`config.mk`:
```
export PLATFORM = sky130hd
export DESIGN_NAME = uart_rx_ctrl
export DESIGN_NICKNAME = d
export VERILOG_FILES = /design/src/rtl/uart_pkg.sv /design/src/rtl/uart_rx_fifo.sv /design/src/rtl/uart_rx_ctrl.sv
export SDC_FILE = /design/constraint.sdc
export NUM_CORES = 1
export LEC_CHECK = 0
export ABC_AREA = 1
export CORE_UTILIZATION = 50
export CTS_CLUSTER_DIAMETER = 120
export CTS_CLUSTER_SIZE = 8
export DETAILED_ROUTE_END_ITERATION = 7
export DONT_BUFFER_PORTS = 1
export GPL_TIMING_DRIVEN = 0
export PLACE_DENSITY = 0.64
export SLEW_MARGIN = 10
export SYNTH_ARGS = -nofsm -noshare
export SYNTH_HDL_FRONTEND = slang
export SYNTH_SLANG_ARGS = --single-unit
export TNS_END_PERCENT = 10
```
`constraint.sdc`:
```
create_clock -name clk_i -period 2.89 [get_ports clk_i]
set_input_delay 0.289 -clock clk_i [delete_from_list [all_inputs] [get_ports clk_i]]
set_output_delay 0.289 -clock clk_i [all_outputs]
set_load 0.05 [all_outputs]
```
`src/rtl/uart_pkg.sv`:
```
// Shared types and helpers for the UART receive controller.
// Holds the timeout FSM encoding, the stat bit positions and the character-length helper.
package uart_pkg;

    typedef enum logic [1:0] {
        T_IDLE,
        T_COUNT,
        T_EXPIRED
    } tout_state_e;

    localparam int STAT_OVR  = 0;
    localparam int STAT_PAR  = 1;
    localparam int STAT_TOUT = 2;

    // Bit periods per character: start + 5..8 data + optional parity + stop.
    function automatic logic [3:0] char_len(input logic [1:0] bits, input logic parity_en);
        return 4'd7 + {2'b00, bits} + {3'b000, parity_en};
    endfunction

endpackage

```
`src/rtl/uart_rx_fifo.sv`:
```
// Synchronous show-ahead byte FIFO; the head reads as zero when empty.
// A push while full is dropped and flagged on overrun unless a pop frees a slot in the same cycle.
module uart_rx_fifo #(
    parameter  int DEPTH = 16,
    localparam int AW    = $clog2(DEPTH)
) (
    input  logic          clk_i,
    input  logic          rstn_i,
    input  logic          flush,
    input  logic          push,
    input  logic [7:0]    push_data,
    input  logic          pop,
    output logic [7:0]    head,
    output logic [AW:0]   cnt,
    output logic          overrun
);

    logic [7:0]    mem [DEPTH];
    logic [AW-1:0] wptr;
    logic [AW-1:0] rptr;
    logic [AW:0]   cnt_q;
    logic          full;
    logic          do_push;
    logic          do_pop;

    assign full    = (cnt_q == (AW+1)'(DEPTH));
    assign do_pop  = pop & ~flush & (cnt_q != '0);
    assign do_push = push & ~flush & (~full | do_pop);
    assign overrun = push & ~flush & ~do_push;

    assign head = (cnt_q != '0) ? mem[rptr] : 8'h00;
    assign cnt  = cnt_q;

    // Storage carries no reset; occupancy alone decides what is visible.
    always_ff @(posedge clk_i) begin
        if (do_push) begin
            mem[wptr] <= push_data;
        end
    end

    always_ff @(posedge clk_i or negedge rstn_i) begin
        if (!rstn_i) begin
            wptr  <= '0;
            rptr  <= '0;
            cnt_q <= '0;
        end else if (flush) begin
            wptr  <= '0;
            rptr  <= '0;
            cnt_q <= '0;
        end else begin
            if (do_push) begin
                wptr <= wptr + 1'b1;
            end
            if (do_pop) begin
                rptr <= rptr + 1'b1;
            end
            case ({do_push, do_pop})
                2'b10:   cnt_q <= cnt_q + 1'b1;
                2'b01:   cnt_q <= cnt_q - 1'b1;
                default: cnt_q <= cnt_q;
            endcase
        end
    end

endmodule

```
`src/rtl/uart_rx_ctrl.sv`:
```
// UART receive controller: buffers received characters, tracks an idle-line timeout,
// keeps sticky status flags and drives a registered interrupt. Never back-pressures the receiver.
module uart_rx_ctrl
    import uart_pkg::*;
#(
    parameter  int DEPTH      = 16,
    parameter  int TOUT_CHARS = 4,
    localparam int AW         = $clog2(DEPTH)
) (
    input  logic          clk_i,
    input  logic          rstn_i,
    input  logic          cfg_en_i,
    input  logic [15:0]   cfg_div_i,
    input  logic [1:0]    cfg_bits_i,
    input  logic          cfg_parity_en_i,
    input  logic [AW:0]   cfg_thresh_i,
    input  logic [2:0]    cfg_ie_i,
    input  logic [7:0]    rx_data_i,
    input  logic          rx_valid_i,
    output logic          rx_ready_o,
    input  logic          rx_busy_i,
    input  logic          rx_err_i,
    output logic          err_clr_o,
    input  logic          pop_i,
    output logic [7:0]    rd_data_o,
    output logic [AW:0]   cnt_o,
    output logic [2:0]    stat_o,
    input  logic [2:0]    stat_clr_i,
    output logic          irq_o
);

    tout_state_e state_q;
    tout_state_e state_d;

    logic [AW:0]  cnt;
    logic         overrun;
    logic         push_evt;
    logic         pop_evt;
    logic         restart;
    logic         tout_fire;
    logic         tout_set;
    logic [7:0]   tout_bits;
    logic [15:0]  cyc_q;
    logic [7:0]   bits_q;
    logic         err_q;
    logic [2:0]   stat_q;
    logic [2:0]   stat_set;
    logic         err_clr_q;
    logic         irq_q;

    assign rx_ready_o = cfg_en_i;
    assign push_evt   = rx_valid_i & cfg_en_i;
    assign pop_evt    = pop_i & cfg_en_i & (cnt != '0);
    assign restart    = push_evt | pop_evt | rx_busy_i;

    uart_rx_fifo #(
        .DEPTH(DEPTH)
    ) u_fifo (
        .clk_i     (clk_i),
        .rstn_i    (rstn_i),
        .flush     (~cfg_en_i),
        .push      (push_evt),
        .push_data (rx_data_i),
        .pop       (pop_i),
        .head      (rd_data_o),
        .cnt       (cnt),
        .overrun   (overrun)
    );

    assign cnt_o = cnt;

    // Total idle bit periods before the line is declared quiet.
    assign tout_bits = 8'(TOUT_CHARS) * {4'b0000, char_len(cfg_bits_i, cfg_parity_en_i)};
    assign tout_fire = (state_q == T_COUNT) & ~restart
                     & (cyc_q == cfg_div_i) & (bits_q == tout_bits - 8'd1);

    // Counters run whenever data is waiting, so the first idle cycle after a push is counted.
    always_ff @(posedge clk_i or negedge rstn_i) begin
        if (!rstn_i) begin
            cyc_q  <= '0;
            bits_q <= '0;
        end else if (!cfg_en_i || cnt == '0 || restart || state_q == T_EXPIRED) begin
            cyc_q  <= '0;
            bits_q <= '0;
        end else if (cyc_q == cfg_div_i) begin
            cyc_q  <= '0;
            bits_q <= bits_q + 8'd1;
        end else begin
            cyc_q  <= cyc_q + 16'd1;
        end
    end

    always_ff @(posedge clk_i or negedge rstn_i) begin
        if (!rstn_i) begin
            state_q <= T_IDLE;
        end else begin
            state_q <= state_d;
        end
    end

    always_comb begin
        state_d  = state_q;
        tout_set = 1'b0;
        case (state_q)
            T_IDLE:    state_d = T_COUNT;
            T_COUNT:   if (tout_fire) state_d = T_EXPIRED;
            T_EXPIRED: if (push_evt || pop_evt) state_d = T_COUNT;
            default:   state_d = T_IDLE;
        endcase
        if (!cfg_en_i || cnt == '0) begin
            state_d = T_IDLE;
        end
        tout_set = (state_q == T_COUNT) && (state_d == T_EXPIRED);
    end

    always_comb begin
        stat_set            = '0;
        stat_set[STAT_OVR]  = overrun;
        stat_set[STAT_PAR]  = rx_err_i & ~err_q;
        stat_set[STAT_TOUT] = tout_set;
    end

    // Set wins over a same-cycle clear so no event is lost.
    always_ff @(posedge clk_i or negedge rstn_i) begin
        if (!rstn_i) begin
            err_q     <= 1'b0;
            stat_q    <= '0;
            err_clr_q <= 1'b0;
            irq_q     <= 1'b0;
        end else begin
            err_q     <= rx_err_i;
            stat_q    <= (stat_q & ~stat_clr_i) | stat_set;
            err_clr_q <= stat_clr_i[STAT_PAR];
            irq_q     <= (cfg_ie_i[0] & (cnt >= cfg_thresh_i) & (cfg_thresh_i != '0))
                       | (cfg_ie_i[1] & stat_q[STAT_TOUT])
                       | (cfg_ie_i[2] & (stat_q[STAT_OVR] | stat_q[STAT_PAR]));
        end
    end

    assign stat_o    = stat_q;
    assign err_clr_o = err_clr_q;
    assign irq_o     = irq_q;

endmodule
```
---- Word level (Yosys, flattened, before mapping) ----
Memory sizes are Yosys's and may differ from the RTL's.
Index checks and enable logic that the tools add are counted.
cells by class
  mux-type cells .......................... 17
  equality and inequality tests ........... 11
  reductions and logical operators ........ 11
  add/subtract/negate cells ............... 9
  bitwise operators ....................... 27
  order comparisons ....................... 1
operators with widths
  kind                                                                count
  16-bit two-way mux                                                  2
  8-bit two-way mux                                                   3
  16-bit by 1-bit adder with 16-bit output, second input constant     1
  16-bit == test                                                      1
  4-bit two-way mux                                                   4
  1-bit AND                                                           14
  5-bit case mux with 2 select lines                                  1
  5-bit nonzero test                                                  2
  4-bit by 1-bit adder with 4-bit output, second input constant       2
  8-bit by 1-bit adder with 8-bit output, second input constant       1
  8-bit == test                                                       1
  6-bit by 1-bit subtractor with 7-bit output, second input constant  1
  2-bit == test, second input constant                                3
  2-bit two-way mux                                                   3
  1-bit OR                                                            6
  2-bit case mux with 3 select lines                                  1
  5-bit by 1-bit adder with 5-bit output, second input constant       1
  5-bit == test, second input constant                                1
  5-bit >= comparator                                                 1
  5-bit zero test                                                     1
  5-bit two-way mux                                                   1
  5-bit by 1-bit subtractor with 5-bit output, second input constant  1
  3-bit by 2-bit adder with 4-bit output, first input constant        1
  4-bit by 1-bit adder with 4-bit output                              1
  13 further kinds                                                    22
storage, ports and cells
  memory bits (writable) .................. 128
  register bits after elaboration ......... 45
  memories ................................ 1
  output and inout bits ................... 19
  word-level logic and storage cells ...... 87
  input bits .............................. 45
memories
  memory      words  bits a word  rd ports  clocked after memory_dff  write ports  RTL line            text
  u_fifo.mem  16     8            1         0                         1            uart_rx_fifo.sv:18  logic [7:0] mem [DEPTH];

---- Depth between registers and ports, before layout ----
Gate-level depths: netlist of the first run.
  word-level depth ........................ 14
  gate-level depth with buffers ........... 15

---- Hierarchy ----
Synthesis of the first run repeated with hierarchy kept, for this count alone.
unflattened totals
  cell total of the unflattened synthesis .. 854
  area, all modules ....................... 8254.2 um^2
by module, submodules not included
  module        times used  seq. area each (um^2)  cells an instance  area an instance (um^2)
  uart_rx_fifo  1           4169.0                 556                6107.1
  uart_rx_ctrl  1           800.8                  298                2147.1

---- Least setup slack after synthesis of the first run ----
No wires, ideal clock.
  path type ............................... register -> register
  from .................................... reg u_fifo.cnt_q[1] (netlist: u_fifo.cnt[1])
  to ...................................... reg u_fifo.cnt_q[4] (netlist: u_fifo.cnt[4])
  slack ................................... 0.365 ns
  period minus slack after synthesis ...... 2.525 ns
  cell stages (with the launch flop) ...... 16
  arrival ................................. 2.397 ns
  buffers on the path ..................... 0
  setup time .............................. 0.127 ns
  path through ............................ dfrtp_1 > nor2_4 > nand3_4 > nand2_4 > inv_1 > nand2_1 > inv_1 > ha_1 > nand2_1 > nand2_1 > a21oi_1 > or2_2 > nand2_1 > nand2_1 > nand4_1 > o21ai_0
on the way
  cells in the longest elaborated chain, start to end .. 7
  elaborated cells between the ends (all ways) .. 13
RTL lines
  what                                                                              RTL line                                text
  start: declaration                                                                uart_rx_fifo.sv:21                      logic [AW:0] cnt_q;
  start signal: assignment                                                          uart_rx_fifo.sv:58                      2'b10: cnt_q <= cnt_q + 1'b1;
  start signal: assignment                                                          uart_rx_fifo.sv:59                      2'b01: cnt_q <= cnt_q - 1'b1;
  start signal: assignment                                                          uart_rx_fifo.sv:60                      default: cnt_q <= cnt_q;
  5-bit nonzero test / 5-bit == test (equally long branches)                        uart_rx_fifo.sv:27, uart_rx_fifo.sv:26
  1-bit AND / 1-bit NOT (equally long branches)                                     uart_rx_fifo.sv:27, uart_rx_fifo.sv:28
  1-bit OR                                                                          uart_rx_fifo.sv:28                      assign do_push = push & ~flush & (~full | do_pop);
  1-bit AND                                                                         uart_rx_fifo.sv:28
  2-bit by 1-bit == test with 1-bit output / 2-bit == test (equally long branches)  uart_rx_fifo.sv:57                      case ({do_push, do_pop})
  5-bit case mux with 2 select lines                                                uart_rx_fifo.sv:57
  5-bit two-way mux                                                                 uart_rx_fifo.sv:46                      end else if (flush) begin
Parallel ways exist; a longest one is shown, timed or not.
A chain may end at the register's enable or synchronous reset.

---- Worst setup path after layout of the first run ----
  from .................................... reg u_fifo.rptr[1]
  to ...................................... out rd_data_o[1]
on the way
  cells in the longest elaborated chain, start to end .. 2
RTL lines
  what                      RTL line            text
  start: declaration        uart_rx_fifo.sv:20  logic [AW-1:0] rptr;
  start signal: assignment  uart_rx_fifo.sv:55  rptr <= rptr + 1'b1;
  memory read 16 x 8 bit    n/a
  8-bit two-way mux         uart_rx_fifo.sv:31  assign head = (cnt_q != '0) ? mem[rptr] : 8'h00;
  end: declaration          uart_rx_ctrl.sv:25  output logic [7:0] rd_data_o,
Every way passes these cells.

==> results of run 1 <==
==> metrics by stage <==
step	utilization [%]	std cells	setup slack [ps]	area [µm²]	TNS, ps
floorplan	-	733	365	7970	0
global placement	53.6	944	78.6	8240	0
detailed placement	53.6	944	-13.0	8240	-13.0
CTS	59.0	991	6.48	9060	0
global route	59.3	991	-66.2	9110	-128
finish	59.3	991	116	9110	0
==> flip-flops by register name (all words and copies together) (netlist names) <==
| signal | flops |
|---|---|
| err_clr_o | 1 |
| u_fifo.mem | 128 |
| err_q | 1 |
| u_fifo.wptr | 4 |
| bits_q | 8 |
| state_q | 2 |
| cyc_q | 16 |
| u_fifo.cnt | 5 |
| stat_o | 3 |
| u_fifo.rptr | 4 |
| irq_o | 1 |
==> worst max-delay path: stages, from the launching register on <==
cell      delay (ps)
dfrtp_1          380
buf_2            190
inv_1            210
buf_2            290
a21oi_1           70
a221oi_1         460
nor2_1           170
nor2_4           300
==> layer usage <==
layer	global-route usage (%)	routed length, µm	up-vias
met4	8.17	267	0
li1	-	-	2599
met5	0	0	-
met3	5.93	1180	24
met2	37.3	8470	178
met1	29.3	7540	2610
==> cells by family after synthesis <==
family	after synthesis
AOI/OAI and AO/OA	109
xor gates and xnor gates	20
adders and majority gates	18
buffers and inverters	90
DFF	173
muxes	24
and+or+nand+nor	299
==> report_power, final <==
| group | internal (W) | total, W | switching, W | leakage [nW] |
|---|---|---|---|---|
| Clock | 0.00152 | 0.00243 | 0.000908 | 0.301 |
| Sequential | 0.00280 | 0.00302 | 0.000221 | 1.76 |
| Combinational | 0.000635 | 0.00222 | 0.00158 | 1.55 |
| Total | 0.00495 | 0.00766 | 0.00271 | 3.61 |
==> final timing paths <==
| kind | to | cells after the start |
|---|---|---|
| setup / recovery | rd_data_o[1] | 7 |
| max in group asynchronous | u_fifo.cnt[2] | 2 |
| min in group asynchronous | cyc_q[15] | 2 |
| setup reg to reg | u_fifo.cnt[4] | 15 |
| hold / removal | irq_o | 2 |
| hold reg to reg | stat_o[1] | 1 |
==> cell usage in the layout, fill, tap and decap left out, types with 17 or more instances in the layout <==
cell	instances
nand2_1	146
nor2_1	82
o21ai_0	33
inv_1	63
dfrtp_1	40
a21oi_1	32
clkbuf_16	17
nand3_1	22
edfxtp_1	128
mux2i_1	24
==> repair_timing <==
action,4_1_cts,5_1_grt
gates resized for setup,11,17
hold endpoints to repair,179,0
cloned,0,0
buffers inserted,0,0
hold buffers,15,0
endpoints found under the setup margin,9,9
==> cell type report <==
cell class	instances	share of cell area [%]
plain buffers	20	1.11
repair buffers	15	1.84
multi-input cells	470	29.7
clock buffers	18	4.71
flip-flops and latches	173	54.6
well taps	211	2.90
clock inverters	14	2.18
inverters	70	2.94
==> run summary, run 1 <==
Syn Area/Cell - 10.9 µm²
status - completed
clk slew on worst S/H paths - 60 ps
simple-gate area share of the yosys netlist - 16.6%
drt wl/cell - 17.6 µm
global-route wire length before repair - 27400 µm
R2R Path Start - u_fifo.cnt[1]
worst hold slack - 18.3 ps
Starting Density - 51.9%
Cell Area, Synth - 0.00797 mm²
Static Leak - 3.61 nW
DRT antenna net count - 0
Final Power - 0.00766 W
die area - 0.0165 mm²
Yosys top cell by area - edfxtp_1
Die Wd - 128 µm
DRC - 0
Synth Area in Compound Gates - 8.27%
most frequent cell after synthesis - nand2_1
kind of critical path - reg2out
Layout Nets - 830
grt total ovfl - 0
Async SR Flop Fraction - 26.0%
largest family of logic cells by synthesized area - simple AND/OR/NAND/NOR gates
P&R area growth vs syn - 14.3%
largest net degree at the start of global routing - 46
min-delay src - cfg_ie_i[1]
EDFF count, synth - 128
final wirelength - 17500 µm
Max Buffers Root-to-Sink - 2
Slew @ Worst Pin - 850 ps
vias - 5411
fin crit period - 2770 ps
CP endpoint kind - output pin
Max transition margin - 43.1%
number of global-route vias before repair - 5359
Max Cap Viol - 0
Crit Path Max Fanout - 10
Core Region - 0.0154 mm²
I/O pin count - 64
Final Hold Vio Count - 0
Worst EP arrival - 2480 ps
flop-to-flop setup slack - 130 ps
Synth top cells by count - 146 x nand2_1, 128 x edfxtp_1, 90 x nor2_1
CTS buffer count - 17
H-tree depth - 4
initial antenna violation count - 0
min-delay worst type - in2reg
synth unique cells - 40
CTS tree - built
register area - 0.00498 mm²
Die Ht - 128 µm
CP Launch Type - flop
RSZ-0062 raised after global routing - yes
Pwr Density - 841 mW/mm²
period utilisation layout - 96.0%
Skew-Pair Late Insertion Delay - 430 ps
Mapped Cells - 733
post-synthesis register bit count - 173
layout cells sized above 1 - 10.4%
CP Launch Point - u_fifo.rptr[1]
gpl congestion - 0.813
GRT Util Overall - 22.8%
Fmax achieved - 361 MHz
initial DRC count - 456
Post-synth top flop - edfxtp_1
adder-cell share of the synthesized area - 3.01%
HPWL after DPL - 11800 µm
Multi-input gate area - 0.00271 mm²
# port buffers - 0
syn nets - 796
Final Slew Violations - 0
mux share of post-synthesis cell area - 3.01%
largest cells by area after synthesis - edfxtp_1 48%, dfrtp_1 14%, nand2_1 6.9%
Vias per Instance - 5.46
Fill cells - 1279
DR pass1 iterations - 5
clock root cell - clkbuf_16
Worst Path Required - 2600 ps
xor/xnor share of the synthesized area - 2.20%
register area share after synthesis - 62.3%
Core Rows - 45
clk sinks - 173
Final Setup Violations - 0
peak supply drop - 0.490 mV
Synth top area share - 48.2%
Clock Skews - 9.65 ps
Synthesis Warnings - 0
diode count - 0
Power figures use the tool's default switching activity.
==> inputs of run 2 (changes only) <==
--- a/config.mk
+++ b/config.mk
@@ -7,7 +7,6 @@
 export LEC_CHECK = 0
 export ABC_AREA = 1
 export CORE_UTILIZATION = 50
-export CTS_CLUSTER_DIAMETER = 120
 export CTS_CLUSTER_SIZE = 8
 export DETAILED_ROUTE_END_ITERATION = 7
 export DONT_BUFFER_PORTS = 1
==> results of run 2 <==
Same layout as run 1: the final DEF is identical, and so are final timing and power.
==> inputs of run 3 (changes only) <==
--- a/config.mk
+++ b/config.mk
@@ -7,7 +7,6 @@
 export LEC_CHECK = 0
 export ABC_AREA = 1
 export CORE_UTILIZATION = 50
-export CTS_CLUSTER_SIZE = 8
 export DETAILED_ROUTE_END_ITERATION = 7
 export DONT_BUFFER_PORTS = 1
 export GPL_TIMING_DRIVEN = 0
==> results of run 3 <==
Same layout as run 1: the final DEF is identical, and so are final timing and power.
